<file path="src/rtl/switch_input_conditioner.sv">
// switch_input_conditioner: synchronises and debounces a raw switch bus as one word,
// and captures the lower bits on a rising edge of the top (strobe) switch with valid/ack.
module switch_input_conditioner #(
    parameter int WIDTH         = 9,
    parameter int SYNC_STAGES   = 2,
    parameter int STABLE_CYCLES = 500000
) (
    input  logic             clk,
    input  logic             rst_n,
    input  logic [WIDTH-1:0] sw_raw,
    output logic [WIDTH-1:0] sw_clean,
    output logic             changed,
    output logic [WIDTH-2:0] data_out,
    output logic             data_valid,
    input  logic             data_ack,
    output logic             overrun
);
    localparam int CW = $clog2(STABLE_CYCLES + 1);
    localparam logic [CW-1:0] LAST = CW'(STABLE_CYCLES - 1);

    typedef enum logic {IDLE, COUNT} state_t;

    state_t           state_q, state_d;
    logic [WIDTH-1:0] sync_q [SYNC_STAGES];
    logic [WIDTH-1:0] synced, cand_q, cand_d, clean_q, clean_d;
    logic [CW-1:0]    cnt_q, cnt_d;
    logic [WIDTH-2:0] data_q, data_d;
    logic             upd, strobe, changed_q, valid_q, valid_d, ovr_q, ovr_d;

    assign synced = sync_q[SYNC_STAGES-1];

    always_ff @(posedge clk or negedge rst_n) begin
        if (!rst_n) begin
            for (int i = 0; i < SYNC_STAGES; i++) sync_q[i] <= '0;
            state_q   <= IDLE;
            cand_q    <= '0;
            cnt_q     <= '0;
            clean_q   <= '0;
            changed_q <= 1'b0;
            data_q    <= '0;
            valid_q   <= 1'b0;
            ovr_q     <= 1'b0;
        end else begin
            sync_q[0] <= sw_raw;
            for (int i = 1; i < SYNC_STAGES; i++) sync_q[i] <= sync_q[i-1];
            state_q   <= state_d;
            cand_q    <= cand_d;
            cnt_q     <= cnt_d;
            clean_q   <= clean_d;
            changed_q <= upd;
            data_q    <= data_d;
            valid_q   <= valid_d;
            ovr_q     <= ovr_d;
        end
    end

    // cnt_q counts consecutive edges on which synced has matched the candidate
    always_comb begin
        state_d = state_q;
        cand_d  = cand_q;
        cnt_d   = cnt_q;
        clean_d = clean_q;
        upd     = 1'b0;
        if (state_q == IDLE) begin
            if (synced != clean_q) begin
                if (STABLE_CYCLES == 1) begin
                    clean_d = synced;
                    upd     = 1'b1;
                end else begin
                    cand_d  = synced;
                    cnt_d   = CW'(1);
                    state_d = COUNT;
                end
            end
        end else if (synced == cand_q) begin
            if (cnt_q == LAST) begin
                clean_d = cand_q;
                upd     = 1'b1;
                cnt_d   = '0;
                state_d = IDLE;
            end else begin
                cnt_d = cnt_q + CW'(1);
            end
        end else if (synced == clean_q) begin
            cnt_d   = '0;
            state_d = IDLE;
        end else begin
            cand_d = synced;
            cnt_d  = CW'(1);
        end
    end

    assign strobe = upd & clean_d[WIDTH-1] & ~clean_q[WIDTH-1];

    // an ack on the strobe edge frees the slot, so the new word replaces the old one
    always_comb begin
        data_d  = data_q;
        valid_d = valid_q;
        ovr_d   = ovr_q;
        if (strobe) begin
            if (!valid_q || data_ack) begin
                data_d  = clean_d[WIDTH-2:0];
                valid_d = 1'b1;
            end else begin
                ovr_d = 1'b1;
            end
        end else if (valid_q && data_ack) begin
            valid_d = 1'b0;
        end
    end

    assign sw_clean   = clean_q;
    assign changed    = changed_q;
    assign data_out   = data_q;
    assign data_valid = valid_q;
    assign overrun    = ovr_q;
endmodule
</file>
<file path="config.mk">
export PLATFORM = sky130hd
export DESIGN_NAME = switch_input_conditioner
export DESIGN_NICKNAME = d
export VERILOG_FILES = /design/src/rtl/switch_input_conditioner.sv
export SDC_FILE = /design/constraint.sdc
export NUM_CORES = 1
export LEC_CHECK = 0
export ABC_AREA = 1
export CAP_MARGIN = 20
export CORE_ASPECT_RATIO = 1.25
export CORE_MARGIN = 10
export CORE_UTILIZATION = 57
export DETAILED_ROUTE_END_ITERATION = 12
export PLACE_DENSITY = 0.8
export SETUP_SLACK_MARGIN = 0.02
export SYNTH_ARGS = -nofsm -noshare
export SYNTH_HDL_FRONTEND = slang
export SYNTH_SLANG_ARGS = --single-unit
</file>
<file path="constraint.sdc">
create_clock -name clk -period 2.2 [get_ports clk]
set_input_delay 0.44 -clock clk [delete_from_list [all_inputs] [get_ports clk]]
set_output_delay 0.44 -clock clk [all_outputs]
set_load 0.1 [all_outputs]
</file>
==> results of run 1 <==
[worst max-delay path by stage]
stage	startpoint	endpoint	slack, ns	depth (start not counted)
finish	cnt_q[0]$_DFFE_PN0P_	data_out[4]$_DFFE_PN0P_	0.28	10
global route	cand_q[1]$_DFFE_PN0P_	cand_q[4]$_DFFE_PN0P_	0.10	11
CTS	cnt_q[0]$_DFFE_PN0P_	data_out[4]$_DFFE_PN0P_	0.16	10
detailed placement	cnt_q[0]$_DFFE_PN0P_	data_out[3]$_DFFE_PN0P_	0.18	10
global placement	cnt_q[0]$_DFFE_PN0P_	data_out[6]$_DFFE_PN0P_	0.23	10
floorplan	sw_clean[8]$_DFF_PN0_	cnt_q[14]$_DFFE_PN0P_	0.19	8
[logic make-up (layout without fill, tap and decap cells)]
logic type	after synthesis	count (layout)	share of synthesized area, %
xor gates and xnor gates	12	12	3.250
AOI/OAI and AO/OA	41	41	7.195
and+or+nand+nor	207	207	28.67
buffers and inverters	67	113	8.665
adders and majority gates	1	1	0.3868
DFF	67	67	51.84
[routing by layer]
layer	part of all wire, %	track usage [%]
met3	5.8	5.878
met2	50	24.90
met4	2.4	6.393
met1	42	17.69
met5	0	0
[cell type report]
class	count	area share, %
Clock buffer	10	3.575
Clock inverter	6	3.542
Inverter	61	5.947
Multi-Input combinational cell	261	33.38
Sequential cell	67	43.55
Tap cell	64	2.080
Timing Repair Buffer	36	7.930
[metrics by stage]
stage / cell area, um2 / worst slack, ns / instances / hold slack (ns)
final: 3850 / 0.2836 / 505 / 0.06969
after global routing: 3850 / 0.1038 / 505 / 0.1077
after CTS: 3842 / 0.1596 / 505 / 0.1119
after detailed placement: 3568 / 0.1839 / 489 / 0.3355
after global placement: 3568 / 0.2312 / 489 / 0.3326
after floorplan: 3234 / 0.1934 / 395 / 0.1444
[flip-flops by register name (all words and copies together), names as in the netlist]
| register | count |
|---|---|
| cand_q | 9 |
| data_out | 8 |
| changed | 1 |
| data_valid | 1 |
| sw_clean | 9 |
| synced | 9 |
| cnt_q | 19 |
| sync_q | 9 |
| state_q | 1 |
| overrun | 1 |
[critical path: cells and delay by family (launching register included)]
family,cells,cell delay (ns)
adder cells (fa/ha/maj),1,0.20
AND/OR/NAND/NOR,9,1.20
flip-flops,1,0.41
[power by group through the flow]
stage | combinational (mW) | clock (mW) | sequential (mW)
floorplan | 0.0498 | 0 | 1.30
global placement | 0.104 | 0 | 1.30
detailed placement | 0.106 | 0 | 1.30
CTS | 0.107 | 1.39 | 1.28
global route | 0.120 | 1.46 | 1.28
finish | 0.105 | 1.38 | 1.28
[cells in the final DEF (no fill, tap or decap), drive strengths merged]
master,netlist,layout
nand2,117,117
dfrtp,67,67
inv,61,61
nor2,50,50
nand3,29,29
o21ai,29,29
buf,6,26
clkbuf,0,10
clkdlybuf4s50,0,10
xnor2,9,9
nand4,4,4
o22ai,4,4
bufinv,0,4
nor3,4,4
a21oi,3,3
xor2,3,3
or2,2,2
o31ai,2,2
o211ai,2,2
and2,1,1
o21bai,1,1
ha,1,1
clkinvlp,0,1
clkinv,0,1
[timing repair]
action                                  in CTS  in global routing
endpoints found under the setup margin       0                  6
resized for setup                            0                  1
setup buffers                                0                  0
hold endpoints to repair                     0                  0
==> results.txt, run 1 <==
Die outline area -> 9106 um2
Post-layout minimum cycle time -> 1.916 ns
Clock transition at the register clock pins on the worst setup and hold paths after CTS -> 0.07 ns
Fin Setup TNS -> 0 ns
Synth area leader -> sky130_fd_sc_hd__dfrtp_1
Area growth, synth to finish -> 19.03%
WP data required -> 2.44 ns
Clock network fraction of design power -> 50.0%
Critical Path Sink Type -> register
Switching power total -> 0.5672 mW
Maximum VDD drop -> 0.0005245 V
Part of the Yosys area used for sequential elements -> 51.84%
Post-synthesis cell count -> 395
Count of flip-flops with a built-in enable after synthesis -> 0
Routability cong. -> 0.8584
Largest fanout on the critical path -> 16
Cell area after technology mapping -> 3234 um2
Pin count of the biggest net entering global routing -> 68
Combined global-route utilization of all metal layers -> 15.47%
Via count of the first global-routing pass -> 2466
Fill cells -> 432
Share of flip-flops with an asynchronous set or reset after synthesis -> 100.0%
Most numerous cell in the Yosys netlist -> sky130_fd_sc_hd__nand2_1
Internal power contribution -> 2.202 mW
CTS buffer count -> 9
Switching portion of total power -> 20.48%
WL/cell -> 13.34 um
Area of combinational cells with multiple inputs -> 1285 um2
Initial antenna violation count -> 0
Unique cell type count in the Yosys netlist -> 28
Total clock sinks -> 67
Result of the run -> complete, no violations
Starting DRT DRC Count -> 150
Achievable frequency -> 521.8 MHz
Rel. slew slack -> 75.45%
CTS root buffer -> sky130_fd_sc_hd__clkbuf_8
Worst Hold Class -> in2async
Share of final-layout standard cells stronger than drive strength 1 -> 19.27%
Type of origin of the critical path -> register
Sum of routed wire length over all layers -> 6735 um
Port Buf Inserts -> 31
Clk Latency, worst-skew pair -> 0.35 ns
Portion of synthesized cell area occupied by the leading cell type -> 51.84%
Number of buffers inserted by hold repair at cts -> 0
Final nets -> 449
Per-instance average area after synthesis -> 8.188 um2
Share of the core filled with cells in the final layout -> 70.25%
Total nets after synthesis -> 408
Final setup violation count -> 0
Number of maximum-capacitance constraint violations -> 0
Antenna diode count -> 0
Number of remaining DRC errors -> 0
Placement row count -> 30
Count of pins on the block boundary -> 32
RSZ-0062 raised after global routing -> false
Die span in x -> 87.38 um
Effective utilization at floorplan -> 59.02%
Worst-case clock skew -> 0.007981 ns
Via count -> 2559
Register area -> 1677 um2
Core ar. -> 5480 um2
R2R depth -> 10
Data arrival time at the worst-slack endpoint -> 2.16 ns
Endpoint of the worst-slack reg-to-reg timing path -> data_out[4]$_DFFE_PN0P_
Share of the clock period used by the worst path -> 87.11%
Count of H-tree levels built during CTS -> 3
Number of pins exceeding their max-slew limit in the final report -> 0
Clock tree buffer depth -> 2
Power Dens Cells -> 719.4 nW/um2
Count of nets left with antenna violations after detail routing -> 0
Overall power -> 2.769 mW
Synth Register Bits -> 67
Vertical die dimension -> 104.2 um
Most frequently used flop master after synthesis -> sky130_fd_sc_hd__dfrtp_1
Placed wire-length estimate -> 4870 um
CTS tree -> done
Most used standard cells in the synthesized netlist -> 99 x sky130_fd_sc_hd__nand2_1, 67 x sky130_fd_sc_hd__dfrtp_1, 50 x sky130_fd_sc_hd__inv_1
Pin slew with the least headroom to its limit -> 0.3683 ns
Worst reg2reg path startpoint -> cnt_q[0]$_DFFE_PN0P_
Standby leakage power -> 1.905 nW
Warning count from the yosys run -> 0
Largest incremental delay on the critical path -> 0.41 ns
Global-route congestion overflow total -> 0
Number of optimization iterations in the first detailed-route pass -> 4
Global-route wire length before repair -> 11440 um
Gate power share -> 3.8%
Category of the critical setup timing path -> reg2reg
Final Hold Fails -> 0
Crit-path slowest cell -> sky130_fd_sc_hd__dfrtp_1
Register-to-Register Setup Slack -> 0.28 ns
Critical-path cell list -> ha_1, nand2_2, nor2_4, nand2_1, nor2_1, nand3_1, nor2_2, nand3_4, nor2_2, nor2_1
Fraction of power consumed by sequential logic -> 46.2%
Mean number of vias per cell -> 5.067
Leading cell types by total area after synthesis -> sky130_fd_sc_hd__dfrtp_1 52%, sky130_fd_sc_hd__nand2_1 11%, sky130_fd_sc_hd__inv_1 5.8%
Note: power is estimated with default switching activity, not from simulation.
==> run 2, diff against run 1 <==
--- a/config.mk
+++ b/config.mk
@@ -11,6 +11,7 @@
 export CORE_MARGIN = 10
 export CORE_UTILIZATION = 57
 export DETAILED_ROUTE_END_ITERATION = 12
+export GPL_TIMING_DRIVEN = 1
 export PLACE_DENSITY = 0.8
 export SETUP_SLACK_MARGIN = 0.02
 export SYNTH_ARGS = -nofsm -noshare
==> results of run 2 <==
No change in the layout: final DEF, timing and power equal those of run 1.
==> run 3, diff against run 2 <==
--- a/config.mk
+++ b/config.mk
@@ -6,7 +6,6 @@
 export NUM_CORES = 1
 export LEC_CHECK = 0
 export ABC_AREA = 1
-export CAP_MARGIN = 20
 export CORE_ASPECT_RATIO = 1.25
 export CORE_MARGIN = 10
 export CORE_UTILIZATION = 57
@@ -14,6 +13,7 @@
 export GPL_TIMING_DRIVEN = 1
 export PLACE_DENSITY = 0.8
 export SETUP_SLACK_MARGIN = 0.02
+export SLEW_MARGIN = 20
 export SYNTH_ARGS = -nofsm -noshare
 export SYNTH_HDL_FRONTEND = slang
 export SYNTH_SLANG_ARGS = --single-unit
==> results of run 3 <==
No change in the layout: final DEF, timing and power equal those of run 1.
